File: config.mk
export PLATFORM = sky130hd
export DESIGN_NAME = dma_bus_arbiter_flat
export DESIGN_NICKNAME = d
export VERILOG_FILES = /design/src/rtl/dma_bus_arbiter_if.sv /design/src/rtl/dma_bus_arbiter.sv /design/src/flat_wrapper.sv
export SDC_FILE = /design/constraint.sdc
export NUM_CORES = 1
export LEC_CHECK = 0
export BUFFER_PORTS_ARGS = -buffer_cell sky130_fd_sc_hd__clkbuf_2
export CORE_UTILIZATION = 48
export CTS_CLUSTER_SIZE = 10
export DETAILED_ROUTE_END_ITERATION = 10
export GPL_TIMING_DRIVEN = 0
export PLACE_DENSITY = 0.72
export SETUP_SLACK_MARGIN = 0.05
export SLEW_MARGIN = 20
export SYNTH_ARGS = -nofsm -noshare
export SYNTH_HDL_FRONTEND = slang
export SYNTH_SLANG_ARGS = --single-unit
File: constraint.sdc
create_clock -name clk -period 1.8 [get_ports clk]
set_clock_uncertainty 0.1 [all_clocks]
set_input_delay 0.27 -clock clk [delete_from_list [all_inputs] [get_ports clk]]
set_output_delay 0.27 -clock clk [all_outputs]
set_load 0.01 [all_outputs]
File: src/rtl/dma_bus_arbiter_if.sv
// Bus-ownership handshake between the CPU MEM stage / DMA engine and the arbiter.
// master = requester side (CPU + DMA), slave = arbiter.
interface dma_bus_arbiter_if;
    logic       cpu_req;
    logic       cpu_done;
    logic       dma_req;
    logic       dma_last;
    logic       gnt_cpu;
    logic       gnt_dma;
    logic       cpu_stall;
    logic       dma_preempt;
    logic [1:0] arb_state;

    modport master (
        output cpu_req, cpu_done, dma_req, dma_last,
        input  gnt_cpu, gnt_dma, cpu_stall, dma_preempt, arb_state
    );

    modport slave (
        input  cpu_req, cpu_done, dma_req, dma_last,
        output gnt_cpu, gnt_dma, cpu_stall, dma_preempt, arb_state
    );
endinterface

File: src/rtl/dma_bus_arbiter.sv
// Shared memory bus arbiter between the CPU MEM stage and the DMA engine, with a
// dead handoff cycle between owners, bounded DMA bursts and CPU starvation release.
//
//   state   | meaning
//   --------+-----------------------------------------------------------
//   IDLE    | bus unowned, waiting for a request (CPU wins ties)
//   CPU     | CPU owns bus until cpu_done or cpu_req drops
//   DMA     | DMA owns bus until voluntary release, burst or starve limit
//   HANDOFF | one dead cycle, no grant; picks the next owner
module dma_bus_arbiter #(
    parameter int MAX_BURST  = 4,
    parameter int CPU_STARVE = 3,
    parameter int CNT_W      = 5
) (
    input  logic               clk,
    input  logic               rst,
    dma_bus_arbiter_if.slave   bus
);

    typedef enum logic [1:0] {
        ST_IDLE    = 2'd0,
        ST_CPU     = 2'd1,
        ST_DMA     = 2'd2,
        ST_HANDOFF = 2'd3
    } state_t;

    typedef enum logic {
        OWN_CPU = 1'b0,
        OWN_DMA = 1'b1
    } owner_t;

    localparam logic [CNT_W-1:0] BURST_TC  = CNT_W'(MAX_BURST - 1);
    localparam logic [CNT_W-1:0] STARVE_TC = CNT_W'(CPU_STARVE - 1);
    localparam logic [CNT_W-1:0] CNT_ONE   = CNT_W'(1);

    state_t           state, state_next;
    owner_t           last_owner, last_owner_next;
    logic [CNT_W-1:0] burst_cnt, burst_cnt_next;
    logic [CNT_W-1:0] starve_cnt, starve_cnt_next;
    logic             preempt, preempt_next;

    logic             dma_voluntary;
    logic             dma_limit;
    logic             cpu_release;

    // Limit compares use the count before this cycle's increment, so the exit edge
    // closes out exactly MAX_BURST / CPU_STARVE grant cycles.
    assign dma_voluntary = bus.dma_last | ~bus.dma_req;
    assign dma_limit     = (burst_cnt == BURST_TC) |
                           (bus.cpu_req & (starve_cnt == STARVE_TC));
    assign cpu_release   = bus.cpu_done | ~bus.cpu_req;

    always_ff @(posedge clk or negedge rst) begin
        if (!rst) begin
            state      <= ST_IDLE;
            last_owner <= OWN_CPU;
            burst_cnt  <= '0;
            starve_cnt <= '0;
            preempt    <= 1'b0;
        end else begin
            state      <= state_next;
            last_owner <= last_owner_next;
            burst_cnt  <= burst_cnt_next;
            starve_cnt <= starve_cnt_next;
            preempt    <= preempt_next;
        end
    end

    always_comb begin
        state_next      = state;
        last_owner_next = last_owner;
        burst_cnt_next  = '0;
        starve_cnt_next = '0;
        preempt_next    = 1'b0;

        case (state)
            ST_IDLE: begin
                if (bus.cpu_req) begin
                    state_next = ST_CPU;
                end else if (bus.dma_req) begin
                    state_next = ST_DMA;
                end
            end

            ST_CPU: begin
                if (cpu_release) begin
                    state_next      = bus.dma_req ? ST_HANDOFF : ST_IDLE;
                    last_owner_next = OWN_CPU;
                end
            end

            ST_DMA: begin
                if (dma_voluntary || dma_limit) begin
                    state_next      = (bus.cpu_req || bus.dma_req) ? ST_HANDOFF : ST_IDLE;
                    last_owner_next = OWN_DMA;
                    // A voluntary release wins even if a limit fires on the same edge.
                    preempt_next    = dma_limit & ~dma_voluntary;
                end else begin
                    burst_cnt_next  = burst_cnt + CNT_ONE;
                    starve_cnt_next = bus.cpu_req ? (starve_cnt + CNT_ONE) : starve_cnt;
                end
            end

            ST_HANDOFF: begin
                if (last_owner == OWN_CPU) begin
                    if (bus.dma_req)      state_next = ST_DMA;
                    else if (bus.cpu_req) state_next = ST_CPU;
                    else                  state_next = ST_IDLE;
                end else begin
                    if (bus.cpu_req)      state_next = ST_CPU;
                    else if (bus.dma_req) state_next = ST_DMA;
                    else                  state_next = ST_IDLE;
                end
            end

            default: begin
                state_next = ST_IDLE;
            end
        endcase
    end

    assign bus.gnt_cpu     = (state == ST_CPU);
    assign bus.gnt_dma     = (state == ST_DMA);
    assign bus.cpu_stall   = bus.cpu_req & ~bus.gnt_cpu;
    assign bus.dma_preempt = preempt;
    assign bus.arb_state   = state;

endmodule

File: src/flat_wrapper.sv
// flat-port wrapper written by rule: the top's interface ports become plain ports
module dma_bus_arbiter_flat 
#(
    parameter int MAX_BURST  = 4,
    parameter int CPU_STARVE = 3,
    parameter int CNT_W      = 5
)
  (clk, rst, bus_cpu_req, bus_cpu_done, bus_dma_req, bus_dma_last, bus_gnt_cpu, bus_gnt_dma, bus_cpu_stall, bus_dma_preempt, bus_arb_state);
  dma_bus_arbiter_if bus_i ();
  input  logic clk;
  input  logic rst;
  input wire logic [$bits(bus_i.cpu_req)-1:0] bus_cpu_req;
  input wire logic [$bits(bus_i.cpu_done)-1:0] bus_cpu_done;
  input wire logic [$bits(bus_i.dma_req)-1:0] bus_dma_req;
  input wire logic [$bits(bus_i.dma_last)-1:0] bus_dma_last;
  output wire logic [$bits(bus_i.gnt_cpu)-1:0] bus_gnt_cpu;
  output wire logic [$bits(bus_i.gnt_dma)-1:0] bus_gnt_dma;
  output wire logic [$bits(bus_i.cpu_stall)-1:0] bus_cpu_stall;
  output wire logic [$bits(bus_i.dma_preempt)-1:0] bus_dma_preempt;
  output wire logic [$bits(bus_i.arb_state)-1:0] bus_arb_state;
  assign bus_i.cpu_req = bus_cpu_req;
  assign bus_i.cpu_done = bus_cpu_done;
  assign bus_i.dma_req = bus_dma_req;
  assign bus_i.dma_last = bus_dma_last;
  assign bus_gnt_cpu = bus_i.gnt_cpu;
  assign bus_gnt_dma = bus_i.gnt_dma;
  assign bus_cpu_stall = bus_i.cpu_stall;
  assign bus_dma_preempt = bus_i.dma_preempt;
  assign bus_arb_state = bus_i.arb_state;
  dma_bus_arbiter #(.MAX_BURST(MAX_BURST), .CPU_STARVE(CPU_STARVE), .CNT_W(CNT_W)) u_core (.clk(clk), .rst(rst), .bus(bus_i));
endmodule
# Word level (Yosys, flattened, before mapping)
# Index checks and enable logic that the tools add are counted.
# classes
order_cmp	0
eq_ne	9
reduce_logical	6
multipliers	0
bitwise_logic	10
n_mux	22
n_shift	0
addsub	2
n_div	0
# op_table
operator	count
5-bit two-way mux	5
2-bit two-way mux	10
5-bit by 1-bit adder with 5-bit output (second input constant)	2
5-bit by 2-bit equality test with 1-bit output (second input constant)	2
2-bit case mux with 4 select lines	1
3-bit AND reduction	2
1-bit two-way mux	5
2-bit equality test (second input constant)	2
1-bit inverter	4
1-bit AND	3
3-bit by 2-bit != test with 1-bit output (second input constant)	1
3-bit != test (second input constant)	1
1-bit OR	3
2-bit by 1-bit equality test with 1-bit output (second input constant)	1
2-bit logical NOT	1
1-bit logical OR	2
2-bit by 1-bit != test with 1-bit output (second input constant)	1
2-bit != test (second input constant)	1
1-bit case mux with 2 select lines	1
2-bit nonzero test	1
# totals
register_bits	14
rom_bits	0
output_inout_bits	6
wordCells	54
mem_bits_rw	0
inputBits	6
latchBits	0
memories	0

# Depth between registers and ports, before layout
# logic_depth
word_depth	6
mapped_depth	6
mapped_depth_nobuf	6

# Worst setup path after synthesis
# Ideal clock, no wire load.
# synth_path
path_kind	flip-flop to flip-flop
start	register u_core.state[0] (netlist: u_core.bus.arb_state[0])
end	register u_core.last_owner
arrival_ns	1.690
period_less_slack_ns	1.917
setup_time_ns	0.127
setup_slack_ns	-0.117
path_buffers	0
required_ns	1.573
stages_incl_launch_ff	7
path_cell_list	dfrtp_1 > inv_1 > ha_1 > nand3b_1 > a211o_2 > nand3_1 > mux2_1
# synth_via
elab_chain_len	3
elab_cells_between_ends	7
classes_between	4 x eq/ne; 1 x mux; 2 x reduce/logical
# synth_lines
element	line_no	rtl
from (decl)	dma_bus_arbiter.sv:36	state_t state, state_next;
from (signal assigned)	dma_bus_arbiter.sv:61	state <= state_next;
2-bit equality test (*)	n/a	
net bus_gnt_dma	flat_wrapper.sv:17	output wire logic [$bits(bus_i.gnt_dma)-1:0] bus_gnt_dma;
2-bit by 1-bit != test with 1-bit output (no source line) or 2-bit nonzero test (tied branches)	n/a	
3-bit AND reduction (no source line)	n/a	
to (signal assigned)	dma_bus_arbiter.sv:62	last_owner <= last_owner_next;
to (decl)	dma_bus_arbiter.sv:37	owner_t last_owner, last_owner_next;
# The timed path passes the listed nets; every way through them passes the cells marked *.
# A chain may end at the register's enable or synchronous reset.

# Final worst setup path
# layout_path
start	register u_core.burst_cnt[0]
end	register u_core.last_owner
# layout_via
elab_chain_len	5
# layout_lines
element	line_no	rtl
from (decl)	dma_bus_arbiter.sv:38	logic [CNT_W-1:0] burst_cnt, burst_cnt_next;
from (signal assigned)	dma_bus_arbiter.sv:63	burst_cnt <= burst_cnt_next;
5-bit by 2-bit equality test with 1-bit output	dma_bus_arbiter.sv:49	assign dma_limit = (burst_cnt == BURST_TC) |
1-bit OR	dma_bus_arbiter.sv:49	
1-bit logical OR	dma_bus_arbiter.sv:93	if (dma_voluntary || dma_limit) begin
2-bit by 1-bit != test with 1-bit output (no source line)	n/a	
3-bit AND reduction (no source line)	n/a	
# Every way passes these cells.

==> run metrics <==
final hold vios=0; Ports=12; clk_lat worst skew=270 ps; RSZ-0062 raised after global routing=true; hold endpoint=u_core.bus.dma_preempt; Yosys cell types=27; CTS tree=yes; Hold Startpoint=bus_dma_last; initial detailed-routing violation count=4; total routed wirelength=1460 um; Design Power=1.18 mW; clk buf depth=2; clock root buffer=clkbuf_4; kind of critical path=reg2reg; global-route wire length before repair=2530 um; Yosys reg bits=14; Die Y=42.8 um; H-tree depth=1; layout cells sized above 1=34.3%; fin nets=113; hold path depth=3; CTS sink count=14; Max Fclk=586 MHz; CP required=1860 ps; antenna diode instance count=0; Slew headroom=76.7%; status=finished, final reports clean; Initial Util=52.5%; Syn Area/Cell=10.5 um^2; PwrDens=1190 nW/um^2; Mapped Cells=76; Rows=14; final worst path period need=1710 ps; largest net degree at the start of global routing=15; vias in the first global route=597; Crit Reg-Reg Startpoint=u_core.burst_cnt[0]; antenna violations before repair=0; Remaining DRCs=0; Hold WC Path Type=in2reg; port bufs=11; crit-path max FO=3; Synth warnings=0; Final Cycle Share=94.9%; Worst R2R Path Depth=5; net count after synthesis=89; final setup fails=0; full die area=1840 um^2; Max Cap Violations=0; Non-Filler Instances=115; EDFF count, synth=0; total number of vias=604; Critical Path AT=1770 ps; setup slack, reg-to-reg=90 ps; Post-DP HPWL=1100 um; maximum VDD drop=0.000614 V; Worst setup startpoint=u_core.burst_cnt[0]; GPL Wtd Cong=0.842; Core Region=1520 um^2; Area Overhead vs Synth=24.4%; Overall Global Routing Usage=17.9%; Pre-Repair DR Iteration Count=4; routed len/inst=12.7 um; setup_tns=0 ps; top_reg_cell synth=dfrtp_1; placed insts=103; sequential area share after synthesis=43.8%; Via density=5.25; Die X=42.8 um; Static Leakage=0.490 nW; type of origin of the critical path=flip-flop; most frequent cells in the layout=13 x nor2_1, 13 x dfrtp_1, 11 x clkbuf_2, 7 x buf_4, 6 x inv_1; GRT Residual Overflow=0; Worst-path clk slew=90 ps; number of CTS-inserted buffers=3; area of the mapped netlist=801 um^2; max-slew violation count=0; antenna-violating nets left=0; asr flop ratio synth=100%; CP endpoint kind=flip-flop; Slew @ Worst Pin=349 ps; worst r2r dst=u_core.last_owner
## critical path, cell delays in order, from the launching register on
cell and delay [ps]:
dfrtp_1 400, ha_2 210, nor4b_2 160, a211o_2 350, nand3_2 80, mux2_1 310
## sequential cells by signal (all words and copies together), names as in the netlist
name and flops:
u_core.starve_cnt 5, u_core.burst_cnt 5, u_core.bus.arb_state 2, u_core.last_owner 1, u_core.bus.dma_preempt 1
## per-layer routing
layer / share of wire, % / wire, um / up-vias / global-route usage (%)
met1: 48 / 693 / 282 / 24.0
met5: 0 / 0 / - / 0
met2: 48 / 704 / 15 / 29.4
met3: 4.0 / 58 / 0 / 5.11
met4: 0 / 0 / 0 / 1.88
li1: - / - / 307 / -
## synth_stat cells, types with 2 or more instances
library cell | number | area share (%)
inv_1 | 7 | 3.3
xor2_1 | 5 | 5.5
nand2_1 | 2 | 0.94
a21oi_1 | 2 | 1.3
xnor2_1 | 2 | 2.2
nor2_1 | 13 | 6.1
mux2i_1 | 2 | 2.5
dfrtp_1 | 14 | 44
nand3_1 | 3 | 1.9
nand4_1 | 2 | 1.6
nand3b_1 | 2 | 1.9
ha_1 | 7 | 11
## per-stage QoR
step           hold slack [ps]  instance area (um^2)  setup slack [ps]  util, %
2_1_floorplan             -126                   813              80.8        -
3_3_place_gp              85.4                   888              37.9     58.3
3_5_place_dp              91.4                   888              10.6     58.3
4_1_cts                    163                   960              71.0     63.0
5_1_grt                    188                   996              27.8     65.4
6_report                   173                   996              92.4     65.4
## layout make-up
cell class	instances	area, um^2
Timing Repair Buffer	19	118
Sequential cell	14	352
Clock buffer	4	36.3
Inverter	7	26.3
Multi-Input combinational cell	53	428
Fill cell	124	528
Buffer	2	16.3
Tap cell	16	20.0
## where the power goes
part           switching [mW]  internal, mW  total [mW]
logic                   0.281         0.288       0.568
clock network          0.0974         0.123       0.220
registers              0.0355         0.357       0.392
## repair_timing
item | CTS | global route
endpoints found under the hold margin | 14 | 0
hold buffers | 1 | 0
resized for setup | 1 | 2
setup endpoints to repair | 1 | 3
buffers inserted | 3 | 4
## cell families after synthesis
family	Yosys count	share of synthesized area (%)
buffers and inverters	9	5.31
multiplexers	3	3.91
XOR/XNOR	7	7.66
AO/OA/AOI/OAI	10	9.85
flip-flops	14	43.8
AND/OR/NAND/NOR	26	18.6
adder cells (fa/ha/maj)	7	10.9
## worst max-delay path by stage
stage | cells past startpoint | to
4_1_cts | 5 | u_core.last_owner
3_3_place_gp | 5 | u_core.last_owner
6_report | 5 | u_core.last_owner
2_1_floorplan | 6 | u_core.last_owner
3_5_place_dp | 5 | u_core.last_owner
5_1_grt | 4 | bus_cpu_stall
Power figures use the tool's default switching activity.
